$ cat src/rtl/spi_slave_regfile.sv
// SPI mode-0 slave with a register file: 27-bit frames {rw, addr[5:0], data[19:0]}, MSB first.
// Define SPI_SLAVE_ERR_CNT_EN to build in the saturating aborted-frame counter, readable/clearable at the all-ones address.
module spi_slave_regfile #(
  parameter int unsigned SPI_ADDR_WIDTH = 6,
  parameter int unsigned SPI_DATA_WIDTH = 20,
  parameter int unsigned REG_NUM        = 16
) (
  input  logic                      i_clk_sys,
  input  logic                      i_rst_n,
  input  logic                      i_spi_sclk,
  input  logic                      i_spi_cs_n,
  input  logic                      i_spi_mosi,
  output logic                      o_spi_miso,
  output logic                      o_wr_pulse,
  output logic [SPI_ADDR_WIDTH-1:0] o_wr_addr,
  output logic [SPI_DATA_WIDTH-1:0] o_wr_data,
  output logic                      o_frame_err,
  output logic [7:0]                o_err_cnt
);

  localparam int unsigned AW         = SPI_ADDR_WIDTH;
  localparam int unsigned DW         = SPI_DATA_WIDTH;
  localparam int unsigned CMD_BITS   = 1 + AW;
  localparam int unsigned FRAME_BITS = CMD_BITS + DW;
  localparam int unsigned CNT_W      = $clog2(FRAME_BITS + 1);
  localparam int unsigned IDX_W      = (REG_NUM > 1) ? $clog2(REG_NUM) : 1;
`ifdef SPI_SLAVE_ERR_CNT_EN
  localparam logic [AW-1:0] ERR_ADDR = '1;
`endif

  typedef enum logic [2:0] {WAIT_CS, IDLE, CMD, DATA, DONE} state_t;

  state_t            state, state_next;
  logic [1:0]        sclk_sync, cs_sync, mosi_sync;
  logic              sclk_prev, cs_prev;
  logic [1:0]        sync_ok;
  logic [CNT_W-1:0]  bit_cnt;
  logic [DW-2:0]     rx_sr;
  logic [DW-1:0]     tx_sr;
  logic              rw_q;
  logic [AW-1:0]     addr_q;
  logic [DW-1:0]     regs [REG_NUM];

  logic              sclk_rise_c, sclk_fall_c, cs_rise_c, cs_fall_c;
  logic              shift_c, cmd_done_c, frame_done_c, abort_c, tx_shift_c, wr_en_c;
  logic [DW-1:0]     rx_next_c, rd_data_c;
  logic [AW-1:0]     cmd_addr_c;

  // Input synchronizers; sync_ok holds off WAIT_CS until the chain carries post-reset samples
  always_ff @(posedge i_clk_sys) begin
    if (!i_rst_n) begin
      sclk_sync <= 2'b00;
      cs_sync   <= 2'b11;
      mosi_sync <= 2'b00;
      sclk_prev <= 1'b0;
      cs_prev   <= 1'b1;
      sync_ok   <= 2'b00;
    end else begin
      sclk_sync <= {sclk_sync[0], i_spi_sclk};
      cs_sync   <= {cs_sync[0], i_spi_cs_n};
      mosi_sync <= {mosi_sync[0], i_spi_mosi};
      sclk_prev <= sclk_sync[1];
      cs_prev   <= cs_sync[1];
      sync_ok   <= {sync_ok[0], 1'b1};
    end
  end

  assign sclk_rise_c = sclk_sync[1] & ~sclk_prev;
  assign sclk_fall_c = ~sclk_sync[1] & sclk_prev;
  assign cs_rise_c   = cs_sync[1] & ~cs_prev;
  assign cs_fall_c   = ~cs_sync[1] & cs_prev;
  assign rx_next_c   = {rx_sr, mosi_sync[1]};
  assign cmd_addr_c  = rx_next_c[AW-1:0];
  assign wr_en_c     = frame_done_c & rw_q;

  always_ff @(posedge i_clk_sys) begin
    if (!i_rst_n) state <= WAIT_CS;
    else          state <= state_next;
  end

  always_comb begin
    state_next   = state;
    shift_c      = 1'b0;
    cmd_done_c   = 1'b0;
    frame_done_c = 1'b0;
    abort_c      = 1'b0;
    tx_shift_c   = 1'b0;
    case (state)
      WAIT_CS: if (sync_ok[1] && cs_sync[1]) state_next = IDLE;
      IDLE: begin
        // an SCLK rise seen together with the CS_n fall is frame bit 1
        if (cs_fall_c) begin
          state_next = CMD;
          shift_c    = sclk_rise_c;
        end
      end
      CMD: begin
        if (cs_rise_c) begin
          abort_c    = 1'b1;
          state_next = IDLE;
        end else if (sclk_rise_c) begin
          shift_c = 1'b1;
          if (bit_cnt == CNT_W'(CMD_BITS - 1)) begin
            cmd_done_c = 1'b1;
            state_next = DATA;
          end
        end
      end
      DATA: begin
        if (cs_rise_c) begin
          abort_c    = 1'b1;
          state_next = IDLE;
        end else begin
          // the fall right after the command keeps the freshly loaded MSB on the line
          tx_shift_c = sclk_fall_c && (bit_cnt != CNT_W'(CMD_BITS));
          if (sclk_rise_c) begin
            shift_c = 1'b1;
            if (bit_cnt == CNT_W'(FRAME_BITS - 1)) begin
              frame_done_c = 1'b1;
              state_next   = DONE;
            end
          end
        end
      end
      DONE: if (cs_sync[1]) state_next = IDLE;
      default: state_next = WAIT_CS;
    endcase
  end

  // Read mux over the address completed by the current (7th) rising edge
  always_comb begin
    rd_data_c = '0;
    for (int unsigned i = 0; i < REG_NUM; i++) begin
      if (cmd_addr_c == AW'(i)) rd_data_c = regs[IDX_W'(i)];
    end
`ifdef SPI_SLAVE_ERR_CNT_EN
    if (cmd_addr_c == ERR_ADDR) rd_data_c = DW'(o_err_cnt);
`endif
  end

  always_ff @(posedge i_clk_sys) begin
    if (!i_rst_n) begin
      bit_cnt     <= '0;
      rx_sr       <= '0;
      tx_sr       <= '0;
      rw_q        <= 1'b0;
      addr_q      <= '0;
      o_spi_miso  <= 1'b0;
      o_wr_pulse  <= 1'b0;
      o_wr_addr   <= '0;
      o_wr_data   <= '0;
      o_frame_err <= 1'b0;
      for (int unsigned i = 0; i < REG_NUM; i++) regs[IDX_W'(i)] <= '0;
    end else begin
      if (state != CMD && state != DATA) bit_cnt <= CNT_W'(shift_c);
      else if (shift_c)                  bit_cnt <= bit_cnt + CNT_W'(1);
      if (shift_c) rx_sr <= rx_next_c[DW-2:0];
      if (cmd_done_c) begin
        rw_q   <= rx_next_c[CMD_BITS-1];
        addr_q <= cmd_addr_c;
        tx_sr  <= rx_next_c[CMD_BITS-1] ? '0 : rd_data_c;
      end else if (tx_shift_c) begin
        tx_sr <= {tx_sr[DW-2:0], 1'b0};
      end
      o_spi_miso  <= (state == DATA) && !rw_q && tx_sr[DW-1];
      o_wr_pulse  <= wr_en_c;
      o_frame_err <= abort_c;
      if (wr_en_c) begin
        o_wr_addr <= addr_q;
        o_wr_data <= rx_next_c;
      end
      for (int unsigned i = 0; i < REG_NUM; i++) begin
        if (wr_en_c && addr_q == AW'(i)) regs[IDX_W'(i)] <= rx_next_c;
      end
    end
  end

`ifdef SPI_SLAVE_ERR_CNT_EN
  // Saturating aborted-frame counter, cleared by a write to the all-ones address
  always_ff @(posedge i_clk_sys) begin
    if (!i_rst_n)                                o_err_cnt <= '0;
    else if (abort_c && o_err_cnt != 8'hFF)      o_err_cnt <= o_err_cnt + 8'd1;
    else if (wr_en_c && addr_q == ERR_ADDR)      o_err_cnt <= '0;
  end
`else
  assign o_err_cnt = '0;
`endif

endmodule

$ cat config.mk
export PLATFORM = sky130hd
export DESIGN_NAME = spi_slave_regfile
export DESIGN_NICKNAME = d
export VERILOG_FILES = /design/src/rtl/spi_slave_regfile.sv
export SDC_FILE = /design/constraint.sdc
export NUM_CORES = 1
export LEC_CHECK = 0
export CELL_PAD_IN_SITES_DETAIL_PLACEMENT = 1
export CELL_PAD_IN_SITES_GLOBAL_PLACEMENT = 1
export CORE_MARGIN = 1
export CORE_UTILIZATION = 51
export CTS_CLUSTER_SIZE = 28
export DETAILED_ROUTE_END_ITERATION = 10
export GPL_TIMING_DRIVEN = 0
export MAX_ROUTING_LAYER = met4
export PLACE_DENSITY = 0.89
export SLEW_MARGIN = 30
export SYNTH_ARGS = -nofsm -noshare
export SYNTH_HDL_FRONTEND = slang
export SYNTH_SLANG_ARGS = --single-unit
$ cat constraint.sdc
create_clock -name i_clk_sys -period 4 [get_ports i_clk_sys]
set_clock_uncertainty 0.2 [all_clocks]
set_input_delay 0.8 -clock i_clk_sys [delete_from_list [all_inputs] [get_ports i_clk_sys]]
set_output_delay 0.8 -clock i_clk_sys [all_outputs]
set_load 0.005 [all_outputs]
# After elaboration in Yosys (flattened, before gate mapping)
# Memory sizes are Yosys's and may differ from the RTL's.
# Cells that the tools add are included.
# word_totals
word_cells	236
out_inout_bits	37
ff_bits	93
ramBits	320
in_bits	5
n_memories	1
# memory_table
memory	words	word_bits	rd	rd_clocked_by_memory_dff	wr	line	source
regs	16	20	16	0	16	42	logic [DW-1:0] regs [REG_NUM];
# op_classes
reduce_logical	31
n_addsub	1
mux	112
bitwise	26
n_eq_ne	46
# op_table
op	count
20-bit two-way mux	35
6-bit by 4-bit equality test with 1-bit output, second input constant	16
1-bit two-way mux	66
6-bit by 3-bit equality test with 1-bit output, second input constant	8
3-bit two-way mux	9
6-bit by 2-bit equality test with 1-bit output, second input constant	4
1-bit logical AND	21
1-bit bitwise OR	16
3-bit one-hot mux with 5 select lines	1
6-bit by 1-bit equality test with 1-bit output, second input constant	2
6-bit logical NOT	2
3-bit != test, second input constant	4
7-bit AND reduction	1
3-bit by 2-bit equality test with 1-bit output, second input constant	2
2-bit != test, second input constant	3
3-bit by 2-bit != test with 1-bit output, second input constant	2
5-bit by 1-bit adder with 5-bit output, second input constant	1
1-bit bitwise AND	5
5-bit by 3-bit equality test with 1-bit output, second input constant	1
5-bit equality test, second input constant	1
5-bit by 3-bit != test with 1-bit output, second input constant	1
1-bit inverter	5
2-bit nonzero test	2
2-bit OR reduction	2
other kinds (6)	6

# Logic depth before layout (Yosys ltp)
# depth
depth_word	19
mapped_depth	10
ltp_nobuf	7

# Worst setup path before layout
# Ideal clock, no wire load.
# synth_path
path_type	reg-to-reg
startpoint	reg state[1]
endpoint	mem regs[1][80] (netlist bit) (enable)
setup_ns	0.428
n_path_buf	1
setup_slack_ns	0.363
arrival_time_ns	3.008
stages_incl_launch_ff	7
synth_period_minus_slack_ns	3.637
path_cell_list	dfxtp_1 -> buf_2 -> and2b_1 -> nand2_2 -> nor4_4 -> nand4_1 -> o31ai_1
# synth_rtl
item	line	source
start: declaration	33	state_t state, state_next;
start signal: assignment	78	else state <= state_next;
end: declaration	42	

==> metrics.txt <==
worst slack at placement=-0.7617 ns; largest cells by area after synthesis=edfxtp_1 (53%), dfxtp_1 (10%), nor2_1 (5.0%), nand2_1 (3.5%), mux4_2 (2.6%); first-pass GRT wire length=104.0 mm; setup tns final=0 ns; busiest layer in global routing=met2; post-synthesis sequential area ratio=0.6336; critical path required time=4.09 ns; PwrDens=447.2 nW/um^2; Synth cell types=86; multi-input logic area=5947 um^2; H-tree depth=2; synthesized area=18100 um^2; non-filler cells, final=2148; Final WS setup=0.07561 ns; Net Switching=2.141 mW; Area Overhead vs Synth=14.08%; # Post-CTS Setup Buffers=0; final instance area=20650 um^2; Clock Path Buffers=3; CP cell instances=buf_2, and2b_1, nand2_2, nor4_4, nand4_1, o31ai_4, buf_6, buf_6; fin nets=1661; Ys Warns=0; biggest area consumer among synthesized cells=edfxtp_1; count of state elements after synthesis=413; Die Y-Extent=190.4 um; Synth async-reset ratio=0; cell count after synthesis=1563; DIE AREA=36260 um^2; final setup violation count=0; Placed Cells=2065; final wirelength=72.43 mm; row count=68; pin count of the biggest net entering global routing=21; cell internal pwr=7.096 mW; vias per cell=7.008; top cells by count, synth=edfxtp_1 (320), nor2_1 (243), nand2_1 (169); Hold WC Path Type=flip-flop to flip-flop; Comb pwr share=0.048; slowest stage delay, CP=0.69 ns; Avg WL per Cell=33.72 um; number of synthesized flops with an enable pin=320; number of antenna violations at the first check in global routing=3; GR Util met1=0.4766; met2 Track Usage GR=0.6227; power share of the clock group=0.429; GRT Total Usage=0.4161; core area=34710 um^2; Final period util=0.9811; Buffers on Ports=33; RePlAce Congestion=0.9731; grt ovf=0; clock sinks=413; CTS tree=yes; Worst setup SP type=flip-flop; clk_lat worst skew=0.59 ns; Least-Margin Pin Slew=1.116 ns; DRT iter0 DRCs=2607; Pleak=6.768 nW; slew margin rel.=0.2489; run status=finished, final reports clean; Most common cell on crit path=buf_6; share of cells above drive strength 1=0.1308; crit path DAT=4.01 ns; TritonCTS buffer count=43; Sw Share=0.2318; Detailed Routing Iterations Pass 1=9; fill count=3556; WS Path Type=flip-flop to flip-flop; Max Fclk=254.8 MHz; Final Max Slew Viols=0; Worst Setup End Kind=flip-flop; Hold Vio Cnt, Final=0; Worst-path clk slew=0.06 ns; DRC Markers=0; part of the power in registers=0.523; Mean Syn Cell Area=11.58 um^2; share of the synthesized area in the top cell type=0.5308; Storage cell area=11470 um^2; RSZ-0062 raised after global routing=false; Placed Area=19270 um^2; DP HPWL=48.70 mm; Final min period=3.924 ns; Worst Path Max Fanout=10; Synth Flop Type=edfxtp_1; met3 track demand over resource=0.1318; CTS Hold Bufs=0; Starting Density=0.5216; MaxCap Viol Count=0; # IOs=42; die width=190.4 um; most common cell in the netlist=edfxtp_1; total number of vias=15050; CTS root buffer=clkbuf_16; vias in the first global route=15560; CP max stage cell=nor4_4; Max rail drop VDD=0.4846 mV; Routed Antenna Nets=0
[critical path: cells and delay by family (launching register included)]
family          cells  cell delay (ns)
simple gates        4             1.85
compound gates      1             0.65
buf+inv             3             0.62
flops               1             0.30
[per-stage QoR]
stage / hold slack (ns) / power, mW / util
floorplan: 0.1863 / 5.121 / -
global route: 0.2478 / 9.357 / 0.5950
detailed placement: 0.2019 / 5.333 / 0.5553
global placement: 0.1993 / 5.275 / 0.5482
finish: 0.2132 / 9.237 / 0.5950
CTS: 0.2163 / 9.164 / 0.5940
[kinds of logic (layout without fill, tap and decap cells)]
group | Yosys count | count (layout) | share of synthesized area
AO/OA/AOI/OAI | 300 | 300 | 0.1139
XOR/XNOR | 1 | 1 | 0.0004838
adder cells (fa/ha/maj) | 2 | 2 | 0.001382
buffers and inverters | 183 | 302 | 0.04527
flip-flops | 413 | 413 | 0.6336
multiplexers | 59 | 59 | 0.04844
other | 1 | 12 | 0.0002071
AND/OR/NAND/NOR | 604 | 604 | 0.1567
[layout make-up]
type | count | share of cell area
well taps | 455 | 0.02756
clock buffers | 66 | 0.05991
clock inverters | 14 | 0.005149
diodes | 4 | 0.0004846
repair buffers | 40 | 0.02375
plain buffers | 143 | 0.03271
multi-input cells | 974 | 0.2879
inverters | 39 | 0.007088
flip-flops and latches | 413 | 0.5554
[power groups by stage]
| stage | logic [mW] | registers (mW) | clock network, mW |
|---|---|---|---|
| after detailed placement | 0.417 | 4.92 | 0 |
| final | 0.444 | 4.83 | 3.96 |
| after CTS | 0.424 | 4.83 | 3.91 |
| after global routing | 0.453 | 4.84 | 4.07 |
| after floorplan | 0.239 | 4.88 | 0 |
| after global placement | 0.374 | 4.90 | 0 |
[sequential cells by signal (all words and copies together) (netlist names)]
name,flops
o_wr_addr,6
sync_ok,2
o_frame_err,1
sclk_prev,1
mosi_sync,2
state,3
o_wr_pulse,1
o_wr_data,20
o_spi_miso,1
sclk_sync,2
tx_sr,20
addr_q,6
cs_sync,2
rx_sr,19
cs_prev,1
regs,320
rw_q,1
bit_cnt,5
[per-layer routing]
layer / routed length [um] / part of all wire
met5: 0 / 0
met4: 5892 / 0.081
met3: 9895 / 0.14
met2: 32590 / 0.45
met1: 24060 / 0.33
[placed cells by master (no fill, tap or decap), types with 33 or more instances in the layout]
| cell | Yosys | layout |
|---|---|---|
| nor2_1 | 243 | 242 |
| dfxtp_1 | 93 | 93 |
| clkbuf_1 | 80 | 92 |
| buf_2 | 43 | 43 |
| edfxtp_1 | 320 | 320 |
| clkbuf_16 | 0 | 44 |
| a21oi_1 | 86 | 86 |
| o21ai_0 | 53 | 48 |
| nand2_1 | 169 | 159 |
| inv_1 | 38 | 38 |
| clkdlybuf4s50_1 | 0 | 33 |
[repair_timing]
item / 4_1_cts / 5_1_grt
pin swaps: 0 / 1
setup endpoints to repair: 160 / 201
cloned: 0 / 0
gates resized for setup: 0 / 2
[final timing paths]
kind | start | to | slack (ns) | cells past startpoint
worst max register to register | state[1] | regs[1][85] | 0.08 | 8
worst max-delay path | state[1] | regs[1][85] | 0.08 | 8
worst min register to register | cs_sync[0] | cs_sync[1] | 0.21 | 1
worst min-delay path | cs_sync[0] | cs_sync[1] | 0.21 | 1
Power figures use the tool's default switching activity.
==> RTL change (same settings) <==
Remove the register `o_spi_miso`: a continuous assignment takes its place, so the output `o_spi_miso` follows one clock earlier.
--- a/src/rtl/spi_slave_regfile.sv
+++ b/src/rtl/spi_slave_regfile.sv
@@ -147,3 +147,2 @@
       addr_q      <= '0;
-      o_spi_miso  <= 1'b0;
       o_wr_pulse  <= 1'b0;
@@ -164,3 +163,2 @@
       end
-      o_spi_miso  <= (state == DATA) && !rw_q && tx_sr[DW-1];
       o_wr_pulse  <= wr_en_c;
@@ -176,2 +174,4 @@
   end
+
+  assign o_spi_miso = (state == DATA) && !rw_q && tx_sr[DW-1];
 
Formal check against the unedited RTL: same outputs for any inputs over 10 cycles, from zero or initial values and one cycle with i_rst_n low; that may be too few to reach the edited logic, so the function may still have changed.
==> RTL change against the original RTL <==
- the flow now finishes with violations (setup timing)
- non-clock buffer count is 18 lower
- maximum frequency decreased by 5.7%
- routed wire length fell by 13%
- sequential cell count decreased by 1
- synthesized area decreased by 3.6%
- power is 1.9% higher
- worst hold slack better by 4.3 ps
- design area shrank 2.8%
- setup slack worse by 240 ps
- via count fell by 9.5%
==> RTL change: results <==
export IMPL_status="complete, but fails checks"
export IMPL_violations="setup timing"
export IMPL_ys_top_cells_by_count="edfxtp_1 (320), nor2_1 (254), nand2_1 (141), dfxtp_1 (92), clkbuf_1 (81)"
export IMPL_cp_arrival_ps=4400
export IMPL_synth_flop_cell="edfxtp_1"
export IMPL_numCtsBuffers=44
export IMPL_tightestPinTransition_ps=1050
export IMPL_detailed_place_hpwl_um=42900
export IMPL_grtUsageTotal_pct=37.4
export IMPL_fin_ws_ps=-162
export IMPL_ff2ff_path_depth=6
export IMPL_gp_congestion=1.01
export IMPL_grt_max_degree=21
export IMPL_r2r_start="rx_sr[0]$_SDFFE_PN0P_"
export IMPL_clk_latency_ps=580
export IMPL_cp_top_family="buffers and inverters"
export IMPL_ys_types=83
export IMPL_cp_slowest_cell="a2111oi_0"
export IMPL_leakage_nw=6.60
export IMPL_setup_viol=1
export IMPL_antenna_found_initial=2
export IMPL_r2r_end="tx_sr[16]$_SDFFE_PN0P_"
export IMPL_layout_drive_gt1_share_pct=11.0
export IMPL_port_buffers=33
export IMPL_async_flop_share_pct=0
export IMPL_top_regs="regs x320, o_wr_data x20, tx_sr x20"
export IMPL_clockBufferDepth=3
export IMPL_clockRootBuffer="clkbuf_16"
export IMPL_ys_warn_count=0
export IMPL_whs_ps=217
export IMPL_whs_path_depth=1
export IMPL_dr_pass1_iters=8
export IMPL_max_vdd_ir_drop_mv=0.376
export IMPL_min_to="cs_sync[1]$_SDFF_PN1_"
export IMPL_seq_area_frac_synth_pct=65.6
export IMPL_synth_area_top_cells="edfxtp_1 (55%), dfxtp_1 (11%), nor2_1 (5.5%), nand2_1 (3.0%), mux4_2 (2.5%)"
export IMPL_holdCritStartpoint="cs_sync[0]$_SDFF_PN1_"
export IMPL_post_cts_buffers=0
export IMPL_detail_route_vias_per_cell=6.71
export IMPL_nets=1554
export IMPL_htreeDepth=2
export IMPL_hp_class="flip-flop to flip-flop"
export IMPL_drtIter0Drc=2160
export IMPL_dpl_instance_area_mm2=0.0186
export IMPL_clk_pin_slew_worst_paths_ps=60
export IMPL_wl_per_cell_um=31.1
export IMPL_slowest_delay_ps=910
export IMPL_grt_pass1_vias=14000
export IMPL_crit_path_max_fanout=10
export IMPL_grt_first_pass_wirelength_um=92800
export IMPL_synth_edf_count=320
export IMPL_setup_tns_ps=-162
## RTL change: changes by cell type after synthesis, moves of 10 or more
cell / unedited run / this run
mux2_2: 19 / 7
o21ai_0: 53 / 43
a222oi_1: 7 / 18
nor2_1: 243 / 254
nand2_1: 169 / 141
o2bb2ai_1: 11 / 1
a21oi_1: 86 / 39
a22oi_1: 7 / 26
buf_2: 43 / 24
nor2b_1: 15 / 27
nand2b_1: 22 / 12
a21boi_0: 1 / 34
## RTL change: area by class of cell
type,instances,area [um2]
Antenna cell,1,2.50
Buffer,125,571
Clock buffer,58,1260
Clock inverter,23,165
Fill cell,3380,13500
Inverter,32,120
Multi-Input combinational cell,892,5460
Sequential cell,412,11500
Tap cell,448,561
Timing Repair Buffer,40,490
## RTL change: logic make-up (layout without fill, tap and decap cells)
kind of cell / Yosys count / count (layout) / share of synthesized area, %
buffers and inverters: 157 / 278 / 3.96
other: 1 / 9 / 0.0215
and+or+nand+nor: 539 / 539 / 14.0
muxes: 51 / 51 / 4.34
adders and majority gates: 2 / 2 / 0.143
AOI/OAI and AO/OA: 288 / 288 / 11.7
xor gates and xnor gates: 4 / 4 / 0.201
DFF: 412 / 412 / 65.6
## RTL change: worst max-delay path by stage
stage,slack (ps),end,start,depth (start not counted)
final,-160,tx_sr[16]$_SDFFE_PN0P_,rx_sr[0]$_SDFFE_PN0P_,6
after CTS,80,regs[0][45]$_SDFFCE_PN0P_,state[2]$_SDFFE_PN0P_,7
after global routing,60,tx_sr[16]$_SDFFE_PN0P_,rx_sr[0]$_SDFFE_PN0P_,6
after floorplan,260,regs[1][80]$_DFFE_PP_,state[1]$_SDFFE_PN0P_,8
after detailed placement,-240,regs[0][40]$_SDFFCE_PN0P_,state[2]$_SDFFE_PN0P_,7
after global placement,-1990,regs[1][85]$_DFFE_PP_,state[2]$_SDFFE_PN0P_,7
## RTL change: where the power goes
| part | switching (mW) | internal [mW] | total [mW] |
|---|---|---|---|
| Combinational | 0.330 | 0.136 | 0.466 |
| Sequential | 0.0698 | 4.76 | 4.83 |
| Clock | 1.77 | 2.35 | 4.12 |
| Total | 2.17 | 7.24 | 9.42 |
## RTL change: through the flow
step | std cells | setup slack (ps) | total power, mW
global route | 2031 | 56.2 | 9.57
CTS | 2030 | 81.1 | 9.37
global placement | 1942 | -1990 | 5.30
detailed placement | 1949 | -243 | 5.35
floorplan | 1461 | 264 | 5.14
finish | 2031 | -162 | 9.42
## RTL change: routing by layer
layer  wire length [um]  share of wire, %  track usage [%]
met2              29300                46             56.8
met5                  0                 0                -
met4               3850               6.1             20.9
met1              22700                36             45.5
met3               7350                12             10.1
## RTL change: repair_timing
action                                  in CTS  in global routing
endpoints found under the hold margin        0                  0
endpoints found under the setup margin      80                  9
gates resized for setup                      4                  1
